===== src/rtl/reg_dump_reader_pkg.sv =====
// Shared types and sizes for the register-file debug dump reader.
// The DUMP_CHECKSUM_EN macro adds a trailing XOR checksum beat (CSUM state).
package rv_dbg_pkg;

    localparam int REG_NUM    = 32;
    localparam int REG_ADDR_W = 5;

`ifdef DUMP_CHECKSUM_EN
    typedef enum logic [1:0] {
        IDLE,
        RUN,
        DRAIN,
        CSUM
    } dump_state_t;
`else
    typedef enum logic [1:0] {
        IDLE,
        RUN,
        DRAIN
    } dump_state_t;
`endif

endpackage


===== src/rtl/reg_dump_reader_out_stage.sv =====
// Single-entry valid/ready output register holding {data, idx, flags}.
// A load takes priority; otherwise an accepted beat empties the stage and clears its flags.
module dump_out_stage #(
    parameter int DATA_WIDTH = 32,
    parameter int IDX_WIDTH  = 5,
    parameter int FLAG_W     = 1
) (
    input  logic                  clk,
    input  logic                  rst,
    input  logic                  load_en,
    input  logic [DATA_WIDTH-1:0] load_data,
    input  logic [IDX_WIDTH-1:0]  load_idx,
    input  logic [FLAG_W-1:0]     load_flags,
    input  logic                  out_ready,
    output logic                  out_valid,
    output logic [DATA_WIDTH-1:0] out_data,
    output logic [IDX_WIDTH-1:0]  out_idx,
    output logic [FLAG_W-1:0]     out_flags
);

    always_ff @(posedge clk or posedge rst) begin
        if (rst) begin
            out_valid <= 1'b0;
            out_data  <= '0;
            out_idx   <= '0;
            out_flags <= '0;
        end else if (load_en) begin
            out_valid <= 1'b1;
            out_data  <= load_data;
            out_idx   <= load_idx;
            out_flags <= load_flags;
        end else if (out_valid && out_ready) begin
            out_valid <= 1'b0;
            out_flags <= '0;
        end
    end

endmodule


===== src/rtl/reg_dump_reader.sv =====
// Walks the register file read port over all indices and streams each value out with its index.
// Optional macro DUMP_CHECKSUM_EN appends an XOR checksum beat and the dump_is_csum port.
module reg_dump_reader
    import rv_dbg_pkg::*;
#(
    parameter int DATA_WIDTH = 32,
    parameter int NUM_REGS   = REG_NUM,
    parameter int ADDR_WIDTH = REG_ADDR_W
) (
    input  logic                  clk,
    input  logic                  rst,
    input  logic                  start,
    output logic                  busy,
    output logic                  done,
    output logic [ADDR_WIDTH-1:0] rf_addr,
    input  logic [DATA_WIDTH-1:0] rf_data,
    output logic                  dump_valid,
    input  logic                  dump_ready,
    output logic [DATA_WIDTH-1:0] dump_data,
    output logic [ADDR_WIDTH-1:0] dump_idx,
    output logic                  dump_last
`ifdef DUMP_CHECKSUM_EN
    ,
    output logic                  dump_is_csum
`endif
);

`ifdef DUMP_CHECKSUM_EN
    localparam int FLAG_W = 2;
`else
    localparam int FLAG_W = 1;
`endif
    localparam logic [ADDR_WIDTH-1:0] LAST_IDX = ADDR_WIDTH'(NUM_REGS - 1);

    dump_state_t state, next_state;
    logic [ADDR_WIDTH-1:0] idx;
    logic                  at_last;
    logic                  load_en;
    logic                  finish;
    logic [DATA_WIDTH-1:0] ld_data;
    logic [ADDR_WIDTH-1:0] ld_idx;
    logic                  ld_last;
    logic [FLAG_W-1:0]     ld_flags;
    logic [FLAG_W-1:0]     out_flags;
`ifdef DUMP_CHECKSUM_EN
    logic                  ld_csum;
    logic [DATA_WIDTH-1:0] csum;
`endif

    assign at_last = (idx == LAST_IDX);
    assign rf_addr = idx;
    assign busy    = (state != IDLE);

    always_comb begin
        next_state = state;
        load_en    = 1'b0;
        finish     = 1'b0;
        ld_data    = rf_data;
        ld_idx     = idx;
        ld_last    = 1'b0;
`ifdef DUMP_CHECKSUM_EN
        ld_csum    = 1'b0;
`endif
        case (state)
            IDLE: begin
                if (start) next_state = RUN;
            end
            RUN: begin
                load_en = !dump_valid || dump_ready;
`ifdef DUMP_CHECKSUM_EN
                if (load_en && at_last) next_state = CSUM;
`else
                ld_last = at_last;
                if (load_en && at_last) next_state = DRAIN;
`endif
            end
`ifdef DUMP_CHECKSUM_EN
            CSUM: begin
                // csum already folds the final register word loaded on the way in here
                load_en = !dump_valid || dump_ready;
                ld_data = csum;
                ld_idx  = '0;
                ld_last = 1'b1;
                ld_csum = 1'b1;
                if (load_en) next_state = DRAIN;
            end
`endif
            DRAIN: begin
                if (dump_valid && dump_ready && dump_last) begin
                    finish     = 1'b1;
                    next_state = IDLE;
                end
            end
            default: next_state = IDLE;
        endcase
    end

`ifdef DUMP_CHECKSUM_EN
    assign ld_flags     = {ld_csum, ld_last};
    assign dump_is_csum = out_flags[1];
`else
    assign ld_flags = ld_last;
`endif
    assign dump_last = out_flags[0];

    always_ff @(posedge clk or posedge rst) begin
        if (rst) begin
            state <= IDLE;
            idx   <= '0;
            done  <= 1'b0;
        end else begin
            state <= next_state;
            done  <= finish;
            if (state == IDLE && start) begin
                idx <= '0;
            end else if (state == RUN && load_en && !at_last) begin
                idx <= idx + 1'b1;
            end
        end
    end

`ifdef DUMP_CHECKSUM_EN
    always_ff @(posedge clk or posedge rst) begin
        if (rst) begin
            csum <= '0;
        end else if (state == IDLE && start) begin
            csum <= '0;
        end else if (state == RUN && load_en) begin
            csum <= csum ^ rf_data;
        end
    end
`endif

    dump_out_stage #(
        .DATA_WIDTH(DATA_WIDTH),
        .IDX_WIDTH (ADDR_WIDTH),
        .FLAG_W    (FLAG_W)
    ) u_out (
        .clk       (clk),
        .rst       (rst),
        .load_en   (load_en),
        .load_data (ld_data),
        .load_idx  (ld_idx),
        .load_flags(ld_flags),
        .out_ready (dump_ready),
        .out_valid (dump_valid),
        .out_data  (dump_data),
        .out_idx   (dump_idx),
        .out_flags (out_flags)
    );

endmodule


===== config.mk =====
export PLATFORM = sky130hd
export DESIGN_NAME = reg_dump_reader
export DESIGN_NICKNAME = d
export VERILOG_FILES = /design/src/rtl/reg_dump_reader_pkg.sv /design/src/rtl/reg_dump_reader_out_stage.sv /design/src/rtl/reg_dump_reader.sv
export SDC_FILE = /design/constraint.sdc
export NUM_CORES = 1
export LEC_CHECK = 0
export ABC_AREA = 1
export CAP_MARGIN = 30
export CORE_MARGIN = 2
export CORE_UTILIZATION = 45
export DETAILED_ROUTE_END_ITERATION = 7
export GPL_TIMING_DRIVEN = 0
export PLACE_DENSITY_LB_ADDON = 0.12
export SLEW_MARGIN = 20
export SYNTH_ARGS = -nofsm -noshare
export SYNTH_HDL_FRONTEND = slang
export SYNTH_SLANG_ARGS = --single-unit

===== constraint.sdc =====
create_clock -name clk -period 3.4 [get_ports clk]
set_clock_uncertainty 0.15 [all_clocks]
set_input_delay 0.68 -clock clk [delete_from_list [all_inputs] [get_ports clk]]
set_output_delay 0.68 -clock clk [all_outputs]
set_load 0.02 [all_outputs]

; Yosys cells after proc, flatten, opt, wreduce, memory -nomap -nowiden
; Index checks and enable logic that the tools add are counted.
[word_totals]
register_bits = 47
out_inout_bits = 46
[op_classes]
addsub = 1
n_eq_ne = 6
mux = 13
n_reduce_logical = 14
[op_table]
columns = cell, n
row1 = $mux 5, 2
row2 = $mux 1, 7
row3 = $logic_and 1x1->1, 6
row4 = $mux 2, 3
row5 = $ne 2x2->1 const B, 3
row6 = $pmux 2 s3, 1
row7 = $reduce_bool 2->1, 3
row8 = $add 5x1->5 const B, 1
row9 = $eq 5x5->1 const B, 1
row10 = $reduce_and 3->1, 1
row11 = $eq 2x1->1 const B, 1
row12 = $eq 2x2->1 const B, 1
row13 = $logic_not 1->1, 2
row14 = $logic_not 2->1, 1
row15 = $logic_or 1x1->1, 1

; Depth between registers and ports, before layout
[depth]
depth_word = 7
depth_mapped = 9
ltp_nobuf = 9

; Modules after synthesis
; Synthesis repeated with hierarchy kept, for this count alone.
[unflattened]
cells_unflattened = 225
area_unflattened_um2 = 1935.6
[by_module_without_submodules]
columns = mod, n_inst, cells_each, area_each_um2
row1 = dump_out_stage, 1, 166, 1487.7
row2 = reg_dump_reader, 1, 59, 447.9

; Least setup slack after synthesis
; No wires, ideal clock.
[synth_path]
kind = reg-to-reg
startpoint = reg idx[0] (netlist: rf_addr[0])
endpoint = reg idx[2] (netlist: rf_addr[2])
setup_ps = 66
arrival_time_ps = 1452
slack_ps = 1732
stages_incl_launch_ff = 10
path_cell_list = dfrtp_1 -> ha_1 -> nand2_1 -> nor2_1 -> ha_1 -> inv_1 -> nand3_1 -> inv_1 -> nand3_1 -> nand2_1
[synth_between]
elab_chain_len = 4
word_cells_on_any_way = 7
classes_between = add/sub (1) / eq/ne (1) / mux (2) / reduce/logical (3)
[synth_lines]
columns = element, line_no
row1 = start: declaration, reg_dump_reader.sv:36  ; logic [ADDR_WIDTH-1:0] idx;
row2 = start signal: assignment, reg_dump_reader.sv:117  ; idx <= idx + 1'b1;
row3 = "parallel branches: the longest is 4 deep, another holds $add 5x1->5", --
; Parallel ways; which one is timed is not known. The select of a mux whose other input is x is not followed.
; A chain may end at the register's enable or synchronous reset.

; Worst setup path in the final report
[layout_path]
startpoint = reg state[1]
endpoint = out busy
[layout_between]
elab_chain_len = 1
[layout_lines]
columns = element, line_no
row1 = start: declaration, reg_dump_reader.sv:35  ; dump_state_t state, next_state;
row2 = start signal: assignment, reg_dump_reader.sv:112  ; state <= next_state;
row3 = $reduce_bool 2->1, reg_dump_reader.sv:52  ; assign busy = (state != IDLE);
row4 = end: declaration, reg_dump_reader.sv:13  ; output logic busy,
; Every way passes these cells.

==> qor.txt <==
Sequential Area = 0.001176 mm^2
Drt wl/cell = 12.77 um
All-Layer GR Usage = 0.1940
Final setup viols = 0
Largest family of logic cells by synthesized area = simple AND/OR/NAND/NOR gates
Area of the multi-input gates = 644.4 um^2
Area Growth Syn to Fin = 51.43%
Count of hold-fix buffers inserted at cts = 0
Pre-antenna DRT Iters = 4
Worst min-delay path class = reg -> reg
Setup_tns = 0 ns
Post-synthesis mux area share = 0
Number of fill cells = 315
Cts bufs inserted = 5
Max VDD drop = 0.0004540 V
Initial Util = 0.4761
Final wirelength = 4522 um
CP max FO = 4
Later-pin clock latency in the skew report = 0.30 ns
Final nets = 341
Post-synthesis simple-gate area fraction = 0.2921
PwrDens = 758.9 mW/mm^2
H-tree levels = 2
Resize count post-CTS = 0
# rows = 23
Max Freq = 0.4296 GHz
I/O pins = 82
Fin crit share = 0.6846
Residual DRC count = 0
Mapped Nets = 252
Synth Area in XOR/XNOR = 0.004534
Initial antenna violation count = 0
Post-CTS Setup Inserts = 0
DIE WIDTH = 69.52 um
CTS tree = done
Post-synthesis sequential area ratio = 0.6088
Post-Syn Area = 0.001932 mm^2
CP Class = reg -> out
Longest Clk Path Bufs = 2
Final min period = 2.328 ns
CP arrival = 1.50 ns
Status = completed
Worst EP required = 2.57 ns
Post-synthesis compound-gate area fraction = 0.02396
Vias in the first global route = 1646
Worst-Margin Slew = 0.4899 ns
Clk slew on worst S/H paths = 0.08 ns
Total congestion overflow = 0
DR vias/cell = 4.794
Crit. End Element = output pin
Post-Synth Adder-Cell Area = 0.01295
RSZ-0062 raised after global routing = no
Syn Inst Count = 214
Ant diodes = 0
Max-Cap Viols = 0
Clock sink total = 47
Port Buf Inserts = 81
Final slew viol count = 0
Die Ht = 69.52 um
Post-Syn Area per Cell = 9.027 um^2
Vias = 1697
Final ANT Viol Nets = 0
Hold slack = 0.3315 ns
Die area = 0.004833 mm^2
Worst setup SP type = flop
Core box area = 0.004058 mm^2
First-pass GRT wire length = 7534 um
Unique masters post-synth = 20
Yosys reg bits = 47
Largest net degree at the start of global routing = 26
Slew HR = 0.6729
Final GP Congestion = 0.7679
Clk Tree Root Cell = clkbuf_8
Yosys warns = 0
Detailed placer's ending HPWL = 3320 um
DR iter-0 viols = 117
Share of post-route cells with drive strength above 1 = 0.09868
Leakage = 1.443 nW
Hold Vio Cnt, Final = 0
[cell usage after synthesis (all sizes together)]
master | n | share of area
o21ai | 8 | 0.021
nand4 | 1 | 0.0032
nor3 | 1 | 0.0026
dfrtp | 47 | 0.61
xor2 | 1 | 0.0045
o22ai | 1 | 0.0032
inv | 12 | 0.025
buf | 7 | 0.033
ha | 2 | 0.013
nor2 | 4 | 0.012
nand3 | 8 | 0.021
nand2 | 122 | 0.25
[layer usage]
| metal | track usage | vias to the layer above | wire length [um] |
|---|---|---|---|
| met3 | 0.06541 | 7 | 360 |
| li1 | - | 834 | - |
| met4 | 0.04575 | 0 | 65 |
| met5 | 0 | - | 0 |
| met2 | 0.3162 | 64 | 2118 |
| met1 | 0.2512 | 792 | 1977 |
[path summary, 6_finish.rpt]
path,start,endpoint,slack [ns],depth (start not counted)
setup / recovery,state[1]$_DFFE_PP0P_,busy,1.07,3
setup reg to reg,rf_addr[0]$_DFFE_PP0P_,rf_addr[1]$_DFFE_PP0P_,1.60,9
hold / removal,u_out.out_data[18]$_DFFE_PP0P_,u_out.out_data[18]$_DFFE_PP0P_,0.33,2
max in group asynchronous,rst,u_out.out_data[16]$_DFFE_PP0P_,2.02,3
min in group asynchronous,rst,u_out.out_data[9]$_DFFE_PP0P_,0.59,2
hold reg to reg,u_out.out_data[18]$_DFFE_PP0P_,u_out.out_data[18]$_DFFE_PP0P_,0.33,2
[report_power, final]
group / internal, mW / total, mW / leakage [nW] / switching [mW]
sequential: 0.733 / 0.849 / 0.578 / 0.116
clock: 0.186 / 0.361 / 0.0515 / 0.175
combinational: 0.467 / 1.01 / 0.813 / 0.543
[through the flow]
stage	utilization	cells	worst slack, ns	cell area (um^2)	power (mW)
finish	0.7209	354	1.072	2925	2.220
global route	0.7209	354	1.008	2925	2.362
CTS	0.7209	354	1.062	2925	2.244
detailed placement	0.6963	346	1.256	2825	1.873
global placement	0.6913	345	0.5292	2805	1.845
floorplan	-	214	1.454	1932	1.379
[registers in the layout, summed over array words and instances, names as in the netlist]
name,count
done,1
rf_addr,5
state,2
u_out.out_data,32
u_out.out_flags,1
u_out.out_idx,5
u_out.out_valid,1
[worst max-delay path, stage by stage (launching register included)]
cell,delay (ns)
dfrtp_1,0.45
nor2_1,0.17
inv_1,0.05
clkdlybuf4s50_1,0.53
[cell usage in the layout, fill, tap and decap left out]
| cell | count |
|---|---|
| inv_2 | 2 |
| xor2_1 | 1 |
| inv_1 | 9 |
| o22ai_1 | 1 |
| buf_6 | 3 |
| buf_2 | 3 |
| nand2_4 | 1 |
| buf_8 | 1 |
| nor2_4 | 1 |
| nand2_1 | 111 |
| o21ai_0 | 3 |
| nand2_2 | 10 |
| nand4_1 | 1 |
| inv_4 | 1 |
| clkdlybuf4s50_1 | 81 |
| buf_12 | 1 |
| nand3_1 | 8 |
| dfrtp_1 | 47 |
| nor2_1 | 3 |
| ha_1 | 2 |
| o21ai_1 | 5 |
| clkbuf_1 | 1 |
| nor3_1 | 1 |
| clkbuf_8 | 7 |
[area by class of cell]
class,instances,share of cell area
sequential,47,0.4021
tap,50,0.02139
multi-input combinational,148,0.2203
timing repair buffer,82,0.2840
buffer,7,0.02181
inverter,12,0.01625
clock buffer,8,0.03422
[kinds of logic (layout without fill, tap and decap cells)]
group,Yosys count,after routing
flops,47,47
buf+inv,19,109
compound gates,9,9
fa+ha+maj,2,2
xor+xnor,1,1
simple gates,136,136
(Power assumes the default switching activity.)
==> RTL change 1, RTL diff (same flow settings) <==
Re-encode `dump_state_t` (3 states) as one-hot, 3 bits wide.
--- a/src/rtl/reg_dump_reader_pkg.sv
+++ b/src/rtl/reg_dump_reader_pkg.sv
@@ -13,10 +13,10 @@
         CSUM
     } dump_state_t;
 `else
-    typedef enum logic [1:0] {
-        IDLE,
-        RUN,
-        DRAIN
+    typedef enum logic [2:0] {
+        IDLE  = 3'b001,
+        RUN   = 3'b010,
+        DRAIN = 3'b100
     } dump_state_t;
 `endif
 
Formal check against the unedited RTL: same outputs for any inputs over 10 cycles, from zero or initial values and one cycle with rst high; not proved beyond that.
==> RTL change 1 against the unedited design <==
Setup slack lost 1.2 ps. Via count up 0.82%. Area after synthesis rose by 0.97%. Wire length is 2.7% lower. Clock power decreased by 13%. Cell area decreased by 0.13%. Sequential cell count rose by 1. Power up 11%.
==> RTL change 1: results (changes against the unedited design) <==
- Maximum clock rate: 429 MHz (was 430 MHz)
- Top post-synthesis cells by area: dfrtp_1 60%, nand2_1 24%, nand3_1 3.3% (was dfrtp_1 61%, nand2_1 22%, nand2_2 3.2%)
- Reg2reg end: rf_addr[2]$_DFFE_PP0P_ (was rf_addr[1]$_DFFE_PP0P_)
- 1st-iter DRT viols: 88 (was 117)
- Drt wl/cell: 12.2 um (was 12.8 um)
- Hold Path Origin: u_out.out_data[12]$_DFFE_PP0P_ (was u_out.out_data[18]$_DFFE_PP0P_)
- CP delay by family, top: flip-flops (was buffers and inverters)
- Vias in the first global route: 1696 (was 1646)
- Largest net degree at the start of global routing: 31 (was 26)
- Worst VDD drop: 0.452 mV (was 0.454 mV)
- Cell area after placement: 0.00284 mm2 (was 0.00283 mm2)
- Final Net Count: 349 (was 341)
- Initial Util: 47.7% (was 47.6%)
- Avg Vias per Cell: 4.74 (was 4.79)
- GR Util All Layers: 19.8% (was 19.4%)
- Post-route insts no fill: 361 (was 354)
- Worst Reg-to-Reg Cells: 8 (was 9)
- Hold EP: u_out.out_data[12]$_DFFE_PP0P_ (was u_out.out_data[18]$_DFFE_PP0P_)
- Lkg Pwr: 0.00147 uW (was 0.00144 uW)
- Placer congestion estimate: 0.781 (was 0.768)
- Status: finished clean (unchanged)
- Crit path launch: state[0]$_DFFE_PP1P_ (was state[1]$_DFFE_PP0P_)
- Post-synth top cells: 123 x nand2_1, 47 x dfrtp_1, 13 x nand3_1 (was 111 x nand2_1, 47 x dfrtp_1, 10 x inv_1, 10 x nand2_2, 8 x nand3_1)
- First-pass GRT wire length: 7760 um (was 7530 um)
- Post-synth net total: 260 (was 252)
- Reg-to-reg slack, setup: 1440 ps (was 1600 ps)
- Worst Max-Slew Pin Slew: 426 ps (was 490 ps)
- Post-place setup slack: 1100 ps (was 1260 ps)
- Seq/Total Area, Yosys: 61.6% (was 60.9%)
- Syn Inst Count: 222 (was 214)
==> RTL change 1: cell types whose count changed after synthesis, sizes merged, moves of 2 or more <==
cell	change
nand4	+3
nor2	+2
inv	-2
nand3	+6
o21ai	-4
==> RTL change 1: layout make-up <==
class                      count  area (um2)
buffer                         8        52.6
multi-input combinational    156         658
inverter                      10        37.5
clock inverter                 1        5.00
sequential                    48        1200
fill                         336        1160
clock buffer                   6        72.6
tap                           50        62.6
timing repair buffer          82         831
==> RTL change 1: worst min-delay path: stages (launching register included) <==
cell     delay, ps
dfrtp_1        350
nand2_1         50
nand2_1         50
==> RTL change 1: metal layers <==
| metal | vias to the layer above | track usage [%] | share of wire (%) |
|---|---|---|---|
| li1 | 862 | - | - |
| met1 | 781 | 25.0 | 45 |
| met2 | 63 | 33.2 | 47 |
| met3 | 5 | 5.81 | 7.2 |
| met4 | 0 | 5.56 | 1.0 |
| met5 | - | 0 | 0 |
==> RTL change 1: cell families (layout without fill, tap and decap cells) <==
| group | count (synthesis) | after routing | share of synthesized area (%) |
|---|---|---|---|
| AND/OR/NAND/NOR | 149 | 149 | 31.0 |
| flip-flops | 48 | 48 | 61.6 |
| buffers and inverters | 18 | 107 | 4.62 |
| AO/OA/AOI/OAI | 4 | 4 | 1.03 |
| adder cells (fa/ha/maj) | 2 | 2 | 1.28 |
| XOR/XNOR | 1 | 1 | 0.449 |
==> RTL change 1: power groups by stage <==
stage	combinational, uW	clock (uW)	sequential [uW]
2_1_floorplan	378	0	1200
3_3_place_gp	1200	0	934
3_5_place_dp	1230	0	941
4_1_cts	1230	327	935
5_1_grt	1330	352	969
6_report	1210	313	934
==> RTL change 2, RTL diff (same settings) <==
Made on the original files. `DATA_WIDTH` is set to 32 in 2 places; all go to 40.
--- a/src/rtl/reg_dump_reader_out_stage.sv
+++ b/src/rtl/reg_dump_reader_out_stage.sv
@@ -1,7 +1,7 @@
 // Single-entry valid/ready output register holding {data, idx, flags}.
 // A load takes priority; otherwise an accepted beat empties the stage and clears its flags.
 module dump_out_stage #(
-    parameter int DATA_WIDTH = 32,
+    parameter int DATA_WIDTH = 40,
     parameter int IDX_WIDTH  = 5,
     parameter int FLAG_W     = 1
 ) (
--- a/src/rtl/reg_dump_reader.sv
+++ b/src/rtl/reg_dump_reader.sv
@@ -3,7 +3,7 @@
 module reg_dump_reader
     import rv_dbg_pkg::*;
 #(
-    parameter int DATA_WIDTH = 32,
+    parameter int DATA_WIDTH = 40,
     parameter int NUM_REGS   = REG_NUM,
     parameter int ADDR_WIDTH = REG_ADDR_W
 ) (
Ports: changed (resized dump_data and rf_data); port bits go from 82 to 98. No check against the original RTL was run, so the function may have changed too.
==> RTL change 2 against the unedited design <==
Non-clock buffer count is 21 higher. Wire length up 16%. Sequential power up 16%. Synthesized cell count is 17% higher. First-iteration DRC count is 6.8% lower. Power up 14%. Area after synthesis is 17% higher. Sequential cell count increased by 8. Setup slack improved by 6.8 ps. Via count grew 20%. Cell area rose by 17%. Highest routed layer unchanged.
==> RTL change 2: results (changes against the unedited design) <==
- Status: finished clean (unchanged)
- Hold EP: u_out.out_data[34]$_DFFE_PP0P_ (was u_out.out_data[18]$_DFFE_PP0P_)
- Clock tree buffer depth: 2 (unchanged)
- Total wire length: 5250 um (was 4520 um)
- CP max stage cell: clkdlybuf4s50_1 (unchanged)
- Post-synth top cells: 103 x nand2_1, 55 x dfrtp_1, 49 x nand3_1 (was 111 x nand2_1, 47 x dfrtp_1, 10 x inv_1, 10 x nand2_2, 8 x nand3_1)
- TritonCTS buffer count: 5 (unchanged)
- Reg clk slew, reported paths: 90 ps
- Vias in the first global route: 1931 (was 1646)
- Synth async-reset ratio: 100% (unchanged)
- Top post-synthesis cells by area: dfrtp_1 61%, nand2_1 17%, nand3_1 11% (was dfrtp_1 61%, nand2_1 22%, nand2_2 3.2%)
- Router iterations before antenna repair: 5 (was 4)
- Final Hold Vio Count: 0 (unchanged)
- Hold Slack: 323 ps (was 331 ps)
- Max-slew violations: 0 (unchanged)
- Largest net degree at the start of global routing: 56 (was 26)
- Final Net Count: 401 (was 341)
- Crit path launch: state[1]$_DFFE_PP0P_ (unchanged)
- FILL cells: 406 (was 315)
- DR vias: 2038 (was 1697)
- Cell depth of the worst min-delay path: 2 (unchanged)
- Crit path kind: flop to output port (unchanged)
- Worst VDD drop: 0.428 mV (was 0.454 mV)
- Max reg flops: 40 (was 32)
- Lkg Pwr: 0.00166 uW (was 0.00144 uW)
- GR Util All Layers: 19.8% (was 19.4%)
- Top reg by flops: u_out.out_data (unchanged)
- Max FO, Critical Path: 4 (unchanged)
- Post-DP HPWL: 3790 um (was 3320 um)
- Post CTS Setup Buffer Count: 0 (unchanged)
- Placer congestion estimate: 0.771 (was 0.768)
- Worst Reg-to-Reg Cells: 8 (was 9)
- Initial antenna violation count: 0 (unchanged)
- CP delay by family, top: buffers and inverters (unchanged)
- Hold Crit Class: flop to flop (unchanged)
- 1st-iter DRT viols: 109 (was 117)
- Hold Path Origin: u_out.out_data[34]$_DFFE_PP0P_ (was u_out.out_data[18]$_DFFE_PP0P_)
- Post-synth net total: 297 (was 252)
- Yosys cell types: 15 (was 20)
- H-tree level count: 2 (unchanged)
- CTS root buf: clkbuf_8 (unchanged)
- Seq/Total Area, Yosys: 61.1% (was 60.9%)
- Clock Latency Late Sink: 300 ps (about the same)
- Worst Max-Slew Pin Slew: 653 ps (was 490 ps)
- Reg-to-reg slack, setup: 1750 ps (was 1600 ps)
- First-pass GRT wire length: 8510 um (was 7530 um)
- PortBufs: 97 (was 81)
- WP data arrival: 1490 ps
- Layout cells sized above 1: 7.02% (was 9.87%)
- Worst path max stage delay: 530 ps (about the same)
-- RTL change 2: changes by cell type after synthesis, moves of 5 or more --
cell	delta
nand3_1	+41
buf_2	+8
o21ai_1	-5
o21ai_0	+5
nand2_1	-8
nand2_2	-8
dfrtp_1	+8
-- RTL change 2: kinds of logic after synthesis --
logic type | synth area share, %
AO/OA/AOI/OAI | 2.06
flip-flops | 61.1
XOR/XNOR | 0.389
buffers and inverters | 5.28
AND/OR/NAND/NOR | 30.1
adder cells (fa/ha/maj) | 1.11
-- RTL change 2: final cells by class --
| class | instances | share of cell area, % |
|---|---|---|
| multi-input cells | 172 | 22.2 |
| inverters | 11 | 1.28 |
| plain buffers | 13 | 2.28 |
| repair buffers | 97 | 28.5 |
| well taps | 67 | 2.46 |
| flip-flops and latches | 55 | 40.4 |
| clock buffers | 8 | 2.94 |
-- RTL change 2: metrics by stage --
| stage | setup slack [ps] | power, uW | instances | cell area (um2) |
|---|---|---|---|---|
| after global routing | 1020 | 2690 | 423 | 3410 |
| final | 1080 | 2520 | 423 | 3410 |
| after CTS | 1060 | 2550 | 423 | 3410 |
| after floorplan | 1230 | 1600 | 251 | 2250 |
| after detailed placement | 1200 | 2160 | 415 | 3310 |
| after global placement | 211 | 2140 | 415 | 3310 |
-- RTL change 2: power breakdown --
part	internal, uW	switching (uW)
combinational	534	623
sequential	858	127
clock	186	194
total	1580	944
-- RTL change 2: metal layers --
| metal | vias to the layer above | share of wire [%] | track usage, % | wire, um |
|---|---|---|---|---|
| li1 | 1008 | - | - | - |
| met1 | 949 | 44 | 24.4 | 2290 |
| met2 | 70 | 48 | 33.6 | 2540 |
| met3 | 11 | 6.3 | 5.49 | 333 |
| met4 | 0 | 1.8 | 7.14 | 94 |
| met5 | - | 0 | 0 | 0 |
